## src/rtl/pwm_seq_pkg.sv

```systemverilog
// Shared state encoding for the PWM ramp sequencer and its prescaler.
package pwm_seq_pkg;

  localparam int STATE_W = 2;

  typedef enum logic [STATE_W-1:0] {
    IDLE      = 2'd0,
    RAMP_UP   = 2'd1,
    HOLD      = 2'd2,
    RAMP_DOWN = 2'd3
  } state_t;

endpackage

```

## src/rtl/pwm_seq_tick.sv

```systemverilog
// Step prescaler: counts 0..div while enabled and pulses tick on the terminal count.
module pwm_seq_tick #(
  parameter int DIV_W = 8
) (
  input  logic             clk,
  input  logic             reset,
  input  logic             clr,
  input  logic             en,
  input  logic [DIV_W-1:0] div,
  output logic             tick
);

  logic [DIV_W-1:0] cnt;

  assign tick = en && (cnt == div);

  always_ff @(posedge clk or posedge reset) begin
    if (reset)     cnt <= '0;
    else if (clr)  cnt <= '0;
    else if (en)   cnt <= tick ? '0 : cnt + 1'b1;
  end

endmodule

```

## src/rtl/pwm_ramp_sequencer.sv

```systemverilog
// Ramp-up / hold / ramp-down duty sequencer feeding a PWM load input.
// Define PWM_SEQ_BREATHE_EN to loop completed ramp-downs back into RAMP_UP.
module pwm_ramp_sequencer
  import pwm_seq_pkg::*;
#(
  parameter int LOAD_W = 3,
  parameter int DIV_W  = 8,
  parameter int HOLD_W = 8
) (
  input  logic              clk,
  input  logic              reset,
  input  logic              start,
  input  logic              stop,
  input  logic [DIV_W-1:0]  div,
  input  logic [HOLD_W-1:0] hold_len,
  input  logic [LOAD_W-1:0] max_level,
  output logic [LOAD_W-1:0] load,
  output logic              busy,
  output logic              done
);

  state_t              state, state_nxt;
  logic [LOAD_W-1:0]   load_nxt, max_q;
  logic [DIV_W-1:0]    div_q;
  logic [HOLD_W-1:0]   hold_cnt, hold_nxt, hold_q;
  logic                done_nxt, accept, tick, abort_go;

  assign busy     = (state != IDLE);
  assign abort_go = stop && ((state == RAMP_UP) || (state == HOLD));

  pwm_seq_tick #(.DIV_W(DIV_W)) u_tick (
    .clk   (clk),
    .reset (reset),
    .clr   (accept),
    .en    (busy),
    .div   (div_q),
    .tick  (tick)
  );

`ifdef PWM_SEQ_BREATHE_EN
  // Remembers that this ramp-down was forced by stop, so it ends in IDLE.
  logic aborted;
  always_ff @(posedge clk or posedge reset) begin
    if (reset)         aborted <= 1'b0;
    else if (accept)   aborted <= 1'b0;
    else if (abort_go) aborted <= 1'b1;
  end
`endif

  always_comb begin
    state_nxt = state;
    load_nxt  = load;
    hold_nxt  = hold_cnt;
    done_nxt  = 1'b0;
    accept    = 1'b0;
    case (state)
      IDLE: begin
        if (start && !stop) begin
          accept    = 1'b1;
          state_nxt = RAMP_UP;
        end
      end
      RAMP_UP: begin
        if (abort_go) state_nxt = RAMP_DOWN;
        else if (tick) begin
          if (load < max_q) load_nxt = load + 1'b1;
          else begin
            state_nxt = HOLD;
            hold_nxt  = '0;
          end
        end
      end
      HOLD: begin
        if (abort_go) state_nxt = RAMP_DOWN;
        else if (tick) begin
          if (hold_cnt == hold_q) state_nxt = RAMP_DOWN;
          else                    hold_nxt  = hold_cnt + 1'b1;
        end
      end
      RAMP_DOWN: begin
        if (tick) begin
          if (load != '0) load_nxt = load - 1'b1;
          else begin
            done_nxt = 1'b1;
`ifdef PWM_SEQ_BREATHE_EN
            state_nxt = aborted ? IDLE : RAMP_UP;
`else
            state_nxt = IDLE;
`endif
          end
        end
      end
      default: state_nxt = IDLE;
    endcase
  end

  always_ff @(posedge clk or posedge reset) begin
    if (reset) begin
      state    <= IDLE;
      load     <= '0;
      hold_cnt <= '0;
      done     <= 1'b0;
      div_q    <= '0;
      hold_q   <= '0;
      max_q    <= '0;
    end else begin
      state    <= state_nxt;
      load     <= load_nxt;
      hold_cnt <= hold_nxt;
      done     <= done_nxt;
      if (accept) begin
        div_q  <= div;
        hold_q <= hold_len;
        max_q  <= max_level;
      end
    end
  end

endmodule

```

## config.mk

```make
export PLATFORM = sky130hd
export DESIGN_NAME = pwm_ramp_sequencer
export DESIGN_NICKNAME = d
export VERILOG_FILES = /design/src/rtl/pwm_seq_pkg.sv /design/src/rtl/pwm_seq_tick.sv /design/src/rtl/pwm_ramp_sequencer.sv
export SDC_FILE = /design/constraint.sdc
export NUM_CORES = 1
export LEC_CHECK = 0
export ABC_AREA = 1
export ABC_CLOCK_PERIOD_IN_PS = 1750
export BUFFER_PORTS_ARGS = -buffer_cell sky130_fd_sc_hd__clkbuf_2
export CORE_UTILIZATION = 50
export CTS_CLUSTER_SIZE = 16
export DETAILED_ROUTE_END_ITERATION = 10
export PLACE_DENSITY = 0.8
export RECOVER_POWER = 25
export SLEW_MARGIN = 20
export SYNTH_ARGS = -nofsm -noshare
export SYNTH_HDL_FRONTEND = slang
export SYNTH_SLANG_ARGS = --single-unit
```

## constraint.sdc

```tcl
create_clock -name clk -period 1.75 [get_ports clk]
set_input_delay 0.2625 -clock clk [delete_from_list [all_inputs] [get_ports clk]]
set_output_delay 0.2625 -clock clk [all_outputs]
set_load 0.02 [all_outputs]
```

-- After elaboration in Yosys (flattened, before gate mapping)
Cells that the tools add are included.
- $add $sub $neg: 4
- $mul: 0
- divide/modulo/power cells: 0
- $lt $le $gt $ge: 1
- equality and inequality tests: 20
- shifts and indexed selects: 0
- multiplexer cells: 31
- bitwise gates (word level): 0
- reductions and logical operators: 14
- operators with widths (kind ; number):
    8-bit two-way mux ; 9
    2-bit two-way mux ; 9
    8-bit by 1-bit adder with 8-bit output (second input constant) ; 2
    8-bit equality test ; 2
    8-bit case mux with 2 select lines ; 1
    3-bit two-way mux ; 5
    2-bit != test (second input constant) ; 7
    7-bit AND reduction ; 2
    3-bit by 2-bit != test with 1-bit output (second input constant) ; 3
    2-bit by 1-bit != test with 1-bit output (second input constant) ; 4
    2-bit case mux with 4 select lines ; 1
    2-bit nonzero test ; 4
    3-bit case mux with 2 select lines ; 1
    6-bit AND reduction ; 1
    1-bit two-way mux ; 5
    2-bit equality test (second input constant) ; 2
    3-bit by 1-bit adder with 3-bit output (second input constant) ; 1
    1-bit logical AND ; 3
    3-bit less-than comparator ; 1
    3-bit != test (second input constant) ; 1
    3-bit nonzero test ; 1
    3-bit by 1-bit subtractor with 3-bit output (second input constant) ; 1
    2-bit by 1-bit equality test with 1-bit output (second input constant) ; 1
    2-bit zero test ; 1
    2 further kinds ; 2
- bits in registers: 41
- bits in latches: 0
- RAM bits: 0
- bits in read-only memories: 0
- logic and storage cells: 78
- memories kept: 0

-- Logic depth before layout (Yosys ltp)
Gate-level depths: netlist of run 1.
- word-level depth: 5
- gate-level depth with buffers: 12

-- Cells and area by module
A second synthesis of run 1 with hierarchy kept.
- cell total of the unflattened synthesis: 355
- area, all modules: 2651.3 µm²
- modules (own cells, without submodules) (module ; instances ; cells each ; area an instance (µm²)):
    pwm_ramp_sequencer ; 1 ; 240 ; 1913.1
    pwm_seq_tick ; 1 ; 115 ; 738.2

-- Least setup slack after synthesis of run 1
No wires, ideal clock.
- path type: flip-flop to flip-flop
- from: register state[0]
- to: register div_q[2]
- setup time: 128 ps
- arrival time: 1491 ps
- data required time: 1622 ps
- path slack: 131 ps
- stages on the path, launching flop included: 6
- path buffers: 1
- cells stage by stage: dfrtp_1 -> inv_1 -> ha_1 -> nand3_1 -> buf_2 -> mux2_1
- cells in the longest elaborated chain, start to end: 2
- RTL lines (what ; line ; text):
    start: declaration ; pwm_ramp_sequencer.sv:22 ; state_t state, state_nxt;
    start signal: assignment ; pwm_ramp_sequencer.sv:107 ; state <= state_nxt;
    2-bit zero test ; pwm_ramp_sequencer.sv:56 ; case (state)
    1-bit two-way mux ; pwm_ramp_sequencer.sv:56 ;
    end signal: assignment ; pwm_ramp_sequencer.sv:112 ; div_q <= div;
    end: declaration ; pwm_ramp_sequencer.sv:24 ; logic [DIV_W-1:0] div_q;
No other way between the ends.
A chain may end at the register's enable or synchronous reset.

-- Final worst setup path of run 1
- from: register state[1]
- to: register load[2]
- cells in the longest elaborated chain, start to end: 5
- elaborated cells between the ends (all ways): 15
- those cells by class: 8 x eq/ne; 1 x mux; 6 x reduce/logical
- RTL lines (what ; line ; text):
    2-bit by 1-bit equality test with 1-bit output or 2-bit equality test (tied branches) ; pwm_ramp_sequencer.sv:29, pwm_ramp_sequencer.sv:56 ;
    1-bit logical OR ; pwm_ramp_sequencer.sv:29 ; assign abort_go = stop && ((state == RAMP_UP) || (state == HOLD));
    1-bit logical AND ; pwm_ramp_sequencer.sv:29 ;
    2-bit != test (no line) ; - ;
    6-bit AND reduction (no line) ; - ;
    end signal: assignment ; pwm_ramp_sequencer.sv:108 ; load <= load_nxt;
    end: declaration ; pwm_ramp_sequencer.sv:17 ; output logic [LOAD_W-1:0] load,
Several ways; a longest one is shown, not always the timed one.

==> results by group, run 1 <==
Status
  • Status: completed

Detailed routing
  • Avg WL per Cell: between 10 and 15 µm
  • Number of iterations in the first detailed-routing pass: 4
  • DRT antenna net count: 0
  • Vias: between 1500 and 2000
  • WL final: ~4600 µm
  • Via-to-Cell Ratio: approximately 5.2
  • # DRC: 0
  • Initial DRC count: between 100 and 150

Synth
  • Number of flops mapped to enable cells by yosys: 0
  • Mapped Cells: 264
  • Ys async rst share: 100%
  • Yosys warning count: 0
  • Top FF cell, synth: dfrtp_1
  • Syn nets: between 200 and 300
  • FF+latch count, synth: approximately 40
  • Synthesized area per cell: a little under 9 µm²
  • Sequential area share after synthesis: between 40 and 50%
  • Yosys cell types: 28
  • Cell Area, Synth: 2310 µm²

Power
  • VDD IR max: approximately 1.0 mV
  • Comb power frac: approximately 48%
  • NetSw: approximately 2000 µW
  • Clk network pwr share: 18.5%
  • Leak Pwr: around 0.0013 µW
  • Switching Share: ~40%
  • Power per Cell Area: roughly 1800 nW/µm²
  • Internal power: about 3000 µW
  • Reg power frac: about a third

Global routing
  • First-pass GRT wire length: 8100 µm
  • GR Overflow Total: 0
  • Vias in the first global route: 1863
  • Initial antenna violation count: 0
  • GRT Resource Usage Total: a little over a fifth
  • Largest net degree at the start of global routing: 42

Clock tree
  • CTS Buf Count: 5
  • Clk sinks: around 40
  • H-tree levels: 2
  • Clk slew on worst S/H paths: 0.09 ns
  • CTS tree: yes
  • Worst-Skew Late Latency: 0.30 ns
  • CTS Hold Buffers Added: 0
  • Root Driver: clkbuf_8
  • Max clock buf depth: 2

Timing
  • Min cycle time layout: 1.67 ns
  • RSZ-0062 raised after global routing: yes
  • Final slew viol count: 0
  • Final worst slack: ~0.079 ns
  • Post-route clock period utilization: 95.5%
  • Final Skew: between 0.009 and 0.01 ns
  • Fmax achieved: 598 MHz
  • Fin Setup TNS: 0 ns
  • Slew @ Worst Pin: approximately 0.99 ns
  • Headroom to the max-slew limit: ~34%
  • Final-report hold violation count: 0
  • Final setup viols: 0

Die
  • Starting Density: between 50% and 60%
  • I/O pin total: 28
  • Core area: around 4400 µm²
  • Placement Rows: 24
  • Die Y: around 70 µm
  • DIE WIDTH: 70.0 µm
  • Die area: slightly below 5000 µm²

Critical path
  • Startpoint types: flip-flop
  • Setup crit end kind: flip-flop
  • Crit path max fanout: 6
  • WP data arrival: between 1.5 and 2 ns
  • CP required: between 1.5 and 2 ns
  • Worst Path Class, Setup: flip-flop to flip-flop

Flow run
  • Max_cap viols: 0

Place
  • PortBufs: 27
  • Final GP Congestion: 0.884
  • Setup WS pre-CTS: -0.0158 ns
  • Detailed Place HPWL: roughly 3400 µm

Final layout
  • Area growth syn-to-layout: 19.0%
  • Commonest non-fill, non-tap cells in the layout: nand2_1 (67), dfrtp_1 (39), clkbuf_2 (28)
  • Leading cell type in the layout, fill and taps excluded: nand2_1
  • # diodes: 0
  • Fillers: about 370
  • Layout cells sized above 1: 25.2%
  • Fin nets: approximately 340

Worst hold path
  • Hold Crit Class: input port to flip-flop
[through the flow]
step	std cells	cell area [µm²]	total power (µW)	util (%)	hold slack, ns
after CTS	359	2710	4830	61.5	0.0780
final	362	2750	4930	62.4	0.170
after global routing	362	2750	5350	62.4	0.162
after floorplan	264	2310	3310	-	0.394
after global placement	348	2560	3760	57.9	0.394
after detailed placement	348	2560	3860	57.9	0.400
[flip-flops by register name, indices dropped and copies added (netlist names)]
register	cells
div_q	8
done	1
hold_cnt	8
hold_q	8
load	3
max_q	3
state	2
u_tick.cnt	8
[power by group through the flow]
stage	Combinational, µW	Sequential (µW)	Clock, µW
finish	2360	1670	912
CTS	2250	1660	921
floorplan	1660	1650	0
global placement	2100	1660	0
detailed placement	2180	1680	0
global route	2640	1720	982
[kinds of logic after synthesis]
kind of cell	after synthesis	synth area share (%)
compound gates	26	6.38
fa+ha+maj	10	5.73
buf+inv	33	6.00
flops	41	44.3
mux	13	6.33
xor+xnor	23	8.71
simple gates	118	22.5
[final timing paths]
path	end	from	cells after the start	slack, ns
min	div_q[2]	div[2]	2	0.17
min reg2reg	hold_q[0]	hold_q[0]	1	0.52
max reg2reg	load[2]	state[1]	6	0.08
min in group asynchronous	hold_q[4]	reset	3	0.24
max	load[2]	state[1]	6	0.08
max in group asynchronous	state[1]	reset	3	0.83
[cells in the mapped netlist (3+ instances only)]
| cell type | instances | area share (%) |
|---|---|---|
| a21oi_1 | 13 | 2.8 |
| dfrtp_1 | 41 | 44 |
| ha_1 | 9 | 4.9 |
| inv_1 | 23 | 3.7 |
| inv_2 | 7 | 1.1 |
| mux2_1 | 8 | 3.9 |
| mux2_2 | 5 | 2.4 |
| nand2_1 | 67 | 11 |
| nand3_1 | 19 | 4.1 |
| nor2_1 | 17 | 2.8 |
| nor2_2 | 3 | 0.81 |
| nor3_1 | 3 | 0.65 |
| o21ai_0 | 4 | 0.87 |
| o21ai_1 | 3 | 0.65 |
| o22ai_1 | 5 | 1.4 |
| xnor2_1 | 16 | 6.1 |
| xor2_1 | 7 | 2.7 |
[timing repair]
action                                  in CTS  in global routing
gates resized for setup                      0                  9
endpoints found under the setup margin       8                 13
pin swaps                                    1                  2
buffers inserted                             3                  3
[critical path, stage by stage (launching register included)]
cell and delay (ns):
dfrtp_2 0.41, ha_1 0.32, inv_1 0.13, fa_1 0.39, xor2_1 0.18, nand3_1 0.09
nand2_1 0.06
[layer usage]
layer / vias up / global-route usage, % / wire [µm]
met1: 895 / 26.2 / 2070
met3: 6 / 4.76 / 169
met2: 39 / 35.4 / 2310
met5: - / 0 / 0
met4: 0 / 6.89 / 49
li1: 935 / - / -
[cell type report]
class | count | area (µm²) | share of cell area (%)
tap | 52 | 65.1 | 2.36
sequential | 41 | 1030 | 37.4
clock inverter | 3 | 65.1 | 2.36
timing repair buffer | 40 | 234 | 8.50
multi-input combinational | 190 | 1160 | 42.1
clock buffer | 5 | 68.8 | 2.50
inverter | 31 | 133 | 4.82
(Power assumes the default switching activity.)
==> run 2: changes to the inputs <==
--- a/config.mk
+++ b/config.mk
@@ -6,14 +6,14 @@
 export NUM_CORES = 1
 export LEC_CHECK = 0
 export ABC_AREA = 1
-export ABC_CLOCK_PERIOD_IN_PS = 1750
 export BUFFER_PORTS_ARGS = -buffer_cell sky130_fd_sc_hd__clkbuf_2
 export CORE_UTILIZATION = 50
 export CTS_CLUSTER_SIZE = 16
 export DETAILED_ROUTE_END_ITERATION = 10
-export PLACE_DENSITY = 0.8
+export PLACE_DENSITY = 0.77
 export RECOVER_POWER = 25
 export SLEW_MARGIN = 20
 export SYNTH_ARGS = -nofsm -noshare
 export SYNTH_HDL_FRONTEND = slang
+export SYNTH_HIERARCHICAL = 1
 export SYNTH_SLANG_ARGS = --single-unit
==> constraint.sdc (replaced) <==
create_clock -name clk -period 1.8 [get_ports clk]
set_input_delay 0.27 -clock clk [delete_from_list [all_inputs] [get_ports clk]]
set_output_delay 0.27 -clock clk [all_outputs]
set_load 0.02 [all_outputs]
==> results by group, run 2 <==
Clock tree
  • Worst-Skew Late Latency: 0.29 ns (about the same)
  • Root Driver: clkbuf_8
  • CTS tree: yes
  • CTS Buf Count: 5 (unchanged)
  • Clk slew on worst S/H paths: 0.08 ns (about the same)
  • Clk sinks: 41 (unchanged)
  • H-tree levels: 2 (unchanged)
  • Max clock buf depth: 2 (unchanged)

Global routing
  • Met1 Usage GRT: 29.2% (+3.0 points)
  • Vias in the first global route: 2205 (+18%)
  • Largest net degree at the start of global routing: 34 (-19%)
  • Top Usage Layer GRT: met2
  • GRT Resource Usage Total: 22.6% (+1.8 points)
  • Met2 usage in global routing: 38.4% (+3.1 points)
  • First-pass GRT wire length: 9510 µm (+17%)
  • GR Overflow Total: 0 (unchanged)
  • M3 GR Usage: 3.35% (-1.4 points)
  • Initial antenna violation count: 0 (unchanged)

Die
  • Core area: 5110 µm² (+16%)
  • Die area: 5600 µm² (+14%)
  • Starting Density: 51.9% (-0.50 points)
  • I/O pin total: 28 (unchanged)
  • DIE WIDTH: 74.8 µm (+6.9%)
  • Placement Rows: 26 (+8.3%)
  • Die Y: 74.8 µm (+6.9%)

Synth
  • Cell Area, Synth: 2650 µm² (+15%)
  • Adder-cell share of the synthesized area: 4.53% (-1.2 points)
  • Synthesized area per cell: 7.47 µm² (-15%)
  • Yosys warning count: 6 (+6)
  • Xor/xnor cell area share of the yosys netlist: 6.28% (-2.4 points)
  • Most common cell in the netlist: nand2_1
  • Sequential area share after synthesis: 38.7% (-5.7 points)
  • Number of flops mapped to enable cells by yosys: 0 (unchanged)
  • Top FF cell, synth: dfrtp_1
  • Mapped Cells: 355 (+34%)
  • Synth Area in Simple Gates: 36.8% (+14 points)
  • FF+latch count, synth: 41 (unchanged)
  • Ys async rst share: 100% (unchanged)
  • Yosys cell types: 34 (+21%)
  • Synth top cells by count: nand2_1 (131), dfrtp_1 (41), inv_1 (41), nor2_1 (30), nand3_1 (14)
  • Yosys top cell area share: 38.7% (-5.7 points)
  • Synth area leader: dfrtp_1
  • Largest cells by area after synthesis: dfrtp_1 (39%), nand2_1 (19%), inv_1 (5.8%)
  • Combinational family with the most area after synthesis: simple AND/OR/NAND/NOR gates
  • Syn nets: 387 (+30%)
  • Mux share of post-synthesis cell area: 0% (-6.3 points)
  • Compound-Gate Fraction of Synth Area: 4.39% (-2.0 points)

Detailed routing
  • Avg WL per Cell: 12.3 µm (-2.9%)
  • WL final: 5910 µm (+29%)
  • Via-to-Cell Ratio: 4.92 (-5.0%)
  • Number of iterations in the first detailed-routing pass: 4 (unchanged)
  • DRT antenna net count: 0 (unchanged)
  • # DRC: 0 (unchanged)
  • Initial DRC count: 179 (+24%)
  • Vias: 2361 (+26%)

Final layout
  • # diodes: 0 (unchanged)
  • Fillers: 477 (+29%)
  • Commonest non-fill, non-tap cells in the layout: nand2_1 (129), dfrtp_1 (40), inv_1 (36)
  • Fin nets: 442 (+29%)
  • Area growth syn-to-layout: 21.1%
  • Leading cell type in the layout, fill and taps excluded: nand2_1
  • Layout cells sized above 1: 25.4% (+0.20 points)

Timing
  • Headroom to the max-slew limit: 45.1% (+11 points)
  • Final worst slack: 0.00565 ns (-0.0733 ns)
  • Fmax achieved: 557 MHz (-6.9%)
  • Min cycle time layout: 1.79 ns (+0.123 ns)
  • Slew @ Worst Pin: 0.823 ns (-0.170 ns)
  • Final setup viols: 0 (unchanged)
  • Post-route clock period utilization: 99.7% (+4.2 points)
  • RSZ-0062 raised after global routing: yes
  • Final-report hold violation count: 0 (unchanged)
  • Final slew viol count: 0 (unchanged)
  • Final Skew: 0.00779 ns (-0.00153 ns)

Power
  • Clk network pwr share: 14.3% (-4.2 points)
  • Comb power frac: 55.4% (+7.6 points)
  • Power per Cell Area: 1570 nW/µm² (-13%)
  • Switching Share: 43.7% (+3.7 points)
  • Power, Total: 5030 µW (+2.0%)
  • NetSw: 2200 µW (+11%)
  • Reg power frac: 30.4% (-3.4 points)
  • Internal power: 2840 µW (-4.2%)
  • VDD IR max: 0.926 mV (-12%)
  • Leak Pwr: 0.00169 µW (+25%)

Critical path
  • CP required: 1.98 ns (+0.05 ns)
  • CP max stage delay: 0.37 ns (-0.04 ns)
  • Crit path cell chain: inv_2 -> ha_4 -> inv_6 -> inv_2 -> a21oi_2 -> o2111ai_1 -> nor2_2 -> inv_2 -> nand2_1 -> nand2_1 -> a21oi_2 -> nand2_1 -> nand2_1 -> o21ai_1
  • WP data arrival: 1.97 ns (+0.11 ns)
  • CP delay by family, top: simple AND/OR/NAND/NOR gates
  • Crit path max fanout: 5 (-1)
  • CP Launch Point: state[1]
  • Setup crit end kind: flip-flop
  • Crit path buf inv count: 4 (+3)
  • Slowest-stage cell, CP: dfrtp_1
  • Most frequent cell on the critical path: nand2_1
  • Startpoint types: flip-flop
  • Crit Reg-Reg Startpoint: state[1]
  • Worst Path Class, Setup: flip-flop to flip-flop

Worst hold path
  • Hold Crit Class: input port to flip-flop
  • Worst Hold Launch: max_level[0]

Place
  • Final GP Congestion: 0.915 (+3.5%)
  • PortBufs: 27 (unchanged)
  • Detailed Place HPWL: 4370 µm (+29%)
  • Setup WS pre-CTS: -0.0214 ns (-0.00564 ns)

Status
  • Status: completed

Flow run
  • Max_cap viols: 0 (unchanged)
run 2: repair_timing:
| item | CTS | global route |
|---|---|---|
| gates resized for setup | 1 | 12 |
| buffers inserted | 3 | 6 |
| hold endpoints to repair | 8 | 0 |
| setup endpoints to repair | 4 | 27 |
| pin swaps | 5 | 8 |
| hold buffers | 1 | 0 |
run 2: metal layers:
| metal | vias to the layer above | routed length [µm] | share of wire, % |
|---|---|---|---|
| li1 | 1200 | - | - |
| met1 | 1106 | 2740 | 46 |
| met2 | 45 | 2920 | 49 |
| met3 | 10 | 167 | 2.8 |
| met4 | 0 | 91 | 1.5 |
| met5 | - | 0 | 0 |
run 2: final cells by class:
class | count | area, µm² | area share, %
tap | 70 | 87.6 | 2.73
sequential | 41 | 1030 | 32.0
clock inverter | 2 | 35.0 | 1.09
multi-input combinational | 259 | 1440 | 44.9
clock buffer | 5 | 68.8 | 2.14
timing repair buffer | 53 | 345 | 10.8
inverter | 50 | 206 | 6.43
run 2: cells by family (layout without fill, tap and decap cells):
group / Yosys count / in the layout
AO/OA/AOI/OAI: 21 / 21
XOR/XNOR: 19 / 19
adder cells (fa/ha/maj): 9 / 9
AND/OR/NAND/NOR: 210 / 210
flip-flops: 41 / 41
buffers and inverters: 55 / 110
run 2: path summary, 6_finish.rpt:
| path | endpoint | slack, ns | depth (start not counted) |
|---|---|---|---|
| worst max-delay path | state[0] | 0.006 | 14 |
| worst min-delay path | max_q[0] | 0.17 | 3 |
| worst max register to register | state[0] | 0.006 | 14 |
| worst min register to register | hold_q[2] | 0.50 | 2 |
| max in group asynchronous | div_q[0] | 0.54 | 4 |
| min in group asynchronous | u_tick/cnt[1] | 0.45 | 3 |
run 2: power groups by stage:
stage | registers [µW] | logic [µW] | clock network, µW
2_1_floorplan | 1540 | 1870 | 0
3_3_place_gp | 1540 | 2490 | 0
3_5_place_dp | 1550 | 2550 | 0
4_1_cts | 1520 | 2630 | 744
5_1_grt | 1580 | 3120 | 768
6_report | 1530 | 2790 | 719
run 2: per-stage QoR:
| stage | utilization (%) | hold slack [ns] | setup TNS [ns] | cells | cell area, µm² |
|---|---|---|---|---|---|
| after CTS | 61.0 | 0.168 | 0 | 474 | 3110 |
| after detailed placement | 58.3 | 0.233 | -0.0375 | 463 | 2980 |
| after global placement | 58.3 | 0.229 | 0 | 463 | 2980 |
| after floorplan | - | 0.0857 | -0.0288 | 355 | 2680 |
| after global routing | 62.9 | 0.169 | -0.525 | 480 | 3210 |
| final | 62.9 | 0.174 | 0 | 480 | 3210 |
run 2: worst min-delay path: stages:
cell	delay [ns]
clkbuf_2	0.08
nand2_1	0.04
nand2_1	0.05
==> run 3: changes to the inputs <==
--- a/config.mk
+++ b/config.mk
@@ -7,10 +7,12 @@
 export LEC_CHECK = 0
 export ABC_AREA = 1
 export BUFFER_PORTS_ARGS = -buffer_cell sky130_fd_sc_hd__clkbuf_2
-export CORE_UTILIZATION = 50
+export CELL_PAD_IN_SITES_DETAIL_PLACEMENT = 1
+export CELL_PAD_IN_SITES_GLOBAL_PLACEMENT = 2
+export CORE_UTILIZATION = 34
 export CTS_CLUSTER_SIZE = 16
 export DETAILED_ROUTE_END_ITERATION = 10
-export PLACE_DENSITY = 0.77
+export PLACE_DENSITY = 0.86
 export RECOVER_POWER = 25
 export SLEW_MARGIN = 20
 export SYNTH_ARGS = -nofsm -noshare
==> results by group, run 3 (synthesis gave the netlist of run 2 again) <==
Status
  • Status: complete, but fails checks
  • Failing checks: setup timing

Detailed routing
  • WL final: 7150 µm (+21%)
  • Highest Signal Layer: met4
  • # DRC: 0 (unchanged)
  • Via-to-Cell Ratio: 4.64 (-5.6%)
  • Avg WL per Cell: 13.8 µm (+12%)
  • DRT antenna net count: 0 (unchanged)
  • Number of iterations in the first detailed-routing pass: 4 (unchanged)
  • DR WL met3: 130 µm (-22%)
  • M1 WL: 3320 µm (+21%)
  • Met2 wire len: 3610 µm (+24%)
  • Initial DRC count: 52 (-71%)
  • Vias: 2406 (+1.9%)

Final layout
  • Commonest non-fill, non-tap cells in the layout: nand2_1 (125), dfrtp_1 (41), inv_1 (36)
  • Fillers: 940 (+97%)
  • Fin nets: 450 (+1.8%)
  • Leading cell type in the layout, fill and taps excluded: nand2_1
  • Util after Layout: 45.7% (-17 points)
  • # diodes: 0 (unchanged)
  • Layout cells sized above 1: 27.7% (+2.3 points)
  • Final Instance Area: 3390 µm² (+5.4%)
  • Area growth syn-to-layout: 27.7%

Clock tree
  • Clk slew on worst S/H paths: 0.10 ns (+0.02 ns)
  • Root Driver: clkbuf_8
  • CTS tree: yes
  • Max clock buf depth: 2 (unchanged)
  • CTS Buf Count: 5 (unchanged)
  • Worst-Skew Late Latency: 0.31 ns (+0.02 ns)
  • Clk sinks: 41 (unchanged)
  • H-tree levels: 2 (unchanged)

Power
  • Power per Cell Area: 1600 nW/µm² (+1.9%)
  • Power, Total: 5410 µW (+7.4%)
  • Leak Pwr: 0.00176 µW (+4.3%)
  • VDD IR max: 0.738 mV (-20%)

Global routing
  • Vias in the first global route: 2635 (+20%)
  • GR Overflow Total: 0 (unchanged)
  • Initial antenna violation count: 0 (unchanged)
  • First-pass GRT wire length: 12500 µm (+31%)
  • Largest net degree at the start of global routing: 34 (unchanged)
  • GRT Resource Usage Total: 19.1% (-3.5 points)

Timing
  • Final slew viol count: 0 (unchanged)
  • Final worst slack: -0.0123 ns (-0.0179 ns)
  • Slew @ Worst Pin: 0.907 ns (+0.0835 ns)
  • Min cycle time layout: 1.81 ns (+0.0179 ns)
  • Post-route clock period utilization: 101% (+1.0 points)
  • Final Skew: 0.0125 ns (+0.00470 ns)
  • Final-report hold violation count: 0 (unchanged)
  • Hold WS: 0.159 ns (-0.0150 ns)
  • Headroom to the max-slew limit: 39.5% (-5.6 points)
  • Fmax achieved: 552 MHz (-0.99%)
  • Final setup viols: 8 (+8)
  • RSZ-0062 raised after global routing: yes

Place
  • Detailed Place HPWL: 5540 µm (+27%)
  • Post-place instance area: 3080 µm² (+3.5%)
  • PortBufs: 27 (unchanged)
  • Final GP Congestion: 0.804 (-12%)
  • Setup WS pre-CTS: -0.109 ns (-0.0871 ns)

Flow run
  • Max_cap viols: 0 (unchanged)

Die
  • Placement Rows: 31 (+19%)
  • Starting Density: 35.8% (-16 points)
  • Core area: 7410 µm² (+45%)
  • Die Y: 90.3 µm (+21%)
  • I/O pin total: 28 (unchanged)
  • DIE WIDTH: 90.3 µm (+21%)
  • Die area: 8150 µm² (+46%)

Critical path
  • CP required: 2.05 ns (+0.07 ns)
  • Worst Path Class, Setup: flip-flop to flip-flop
  • Crit path max fanout: 5 (unchanged)
  • Setup crit end kind: flip-flop
  • Startpoint types: flip-flop
  • WP data arrival: 2.06 ns (+0.09 ns)

Worst hold path
  • Hold Crit Class: input port to flip-flop
[run 3: worst paths after layout]
path / to / cells after the start / slack, ns / startpoint
setup / recovery: hold_cnt[3] / 13 / -0.01 / state[0]
max in group asynchronous: max_q[0] / 4 / 0.47 / reset
hold / removal: div_q[3] / 3 / 0.16 / div[3]
setup reg to reg: hold_cnt[3] / 13 / -0.01 / state[0]
hold reg to reg: hold_q[4] / 2 / 0.52 / hold_q[4]
min in group asynchronous: u_tick/cnt[4] / 3 / 0.46 / reset
[run 3: critical path, cell delays in order, from the launching register on]
cell and delay, ns:
dfrtp_1 0.38, inv_2 0.06, ha_4 0.17, clkinv_4 0.05, inv_4 0.03, a21oi_2 0.11
o2111ai_2 0.11, nor2_2 0.18, inv_2 0.09, buf_12 0.13, nor2_8 0.15, buf_12 0.13
nand3_1 0.07, nand2_1 0.07
[run 3: report_power, final]
part	internal, µW	switching [µW]
clock	559	382
combinational	1210	1720
sequential	1260	275
[run 3: cell type report]
| type | instances | area (µm²) | share of cell area [%] |
|---|---|---|---|
| repair buffers | 61 | 427 | 12.6 |
| well taps | 99 | 124 | 3.66 |
| clock inverters | 3 | 68.8 | 2.03 |
| clock buffers | 5 | 68.8 | 2.03 |
| multi-input cells | 259 | 1460 | 43.2 |
| flip-flops and latches | 41 | 1030 | 30.3 |
| inverters | 50 | 209 | 6.17 |
[run 3: layer usage]
metal | global-route usage, % | vias to the layer above
li1 | - | 1216
met1 | 24.2 | 1160
met2 | 33.7 | 22
met3 | 3.20 | 8
met4 | 5.24 | 0
met5 | 0 | -
[run 3: per-stage QoR]
step	instances	setup TNS [ns]
finish	518	-0.0592
global route	518	-1.26
CTS	517	-0.00603
detailed placement	501	-0.485
global placement	501	-0.135
floorplan	355	-0.0288
[run 3: timing repair]
item | CTS | global route
hold buffers | 1 | 0
cloned | 0 | 0
setup endpoints to repair | 27 | 27
pin swaps | 8 | 8
gates resized for setup | 9 | 13
hold endpoints to repair | 8 | 0
buffers inserted | 7 | 1
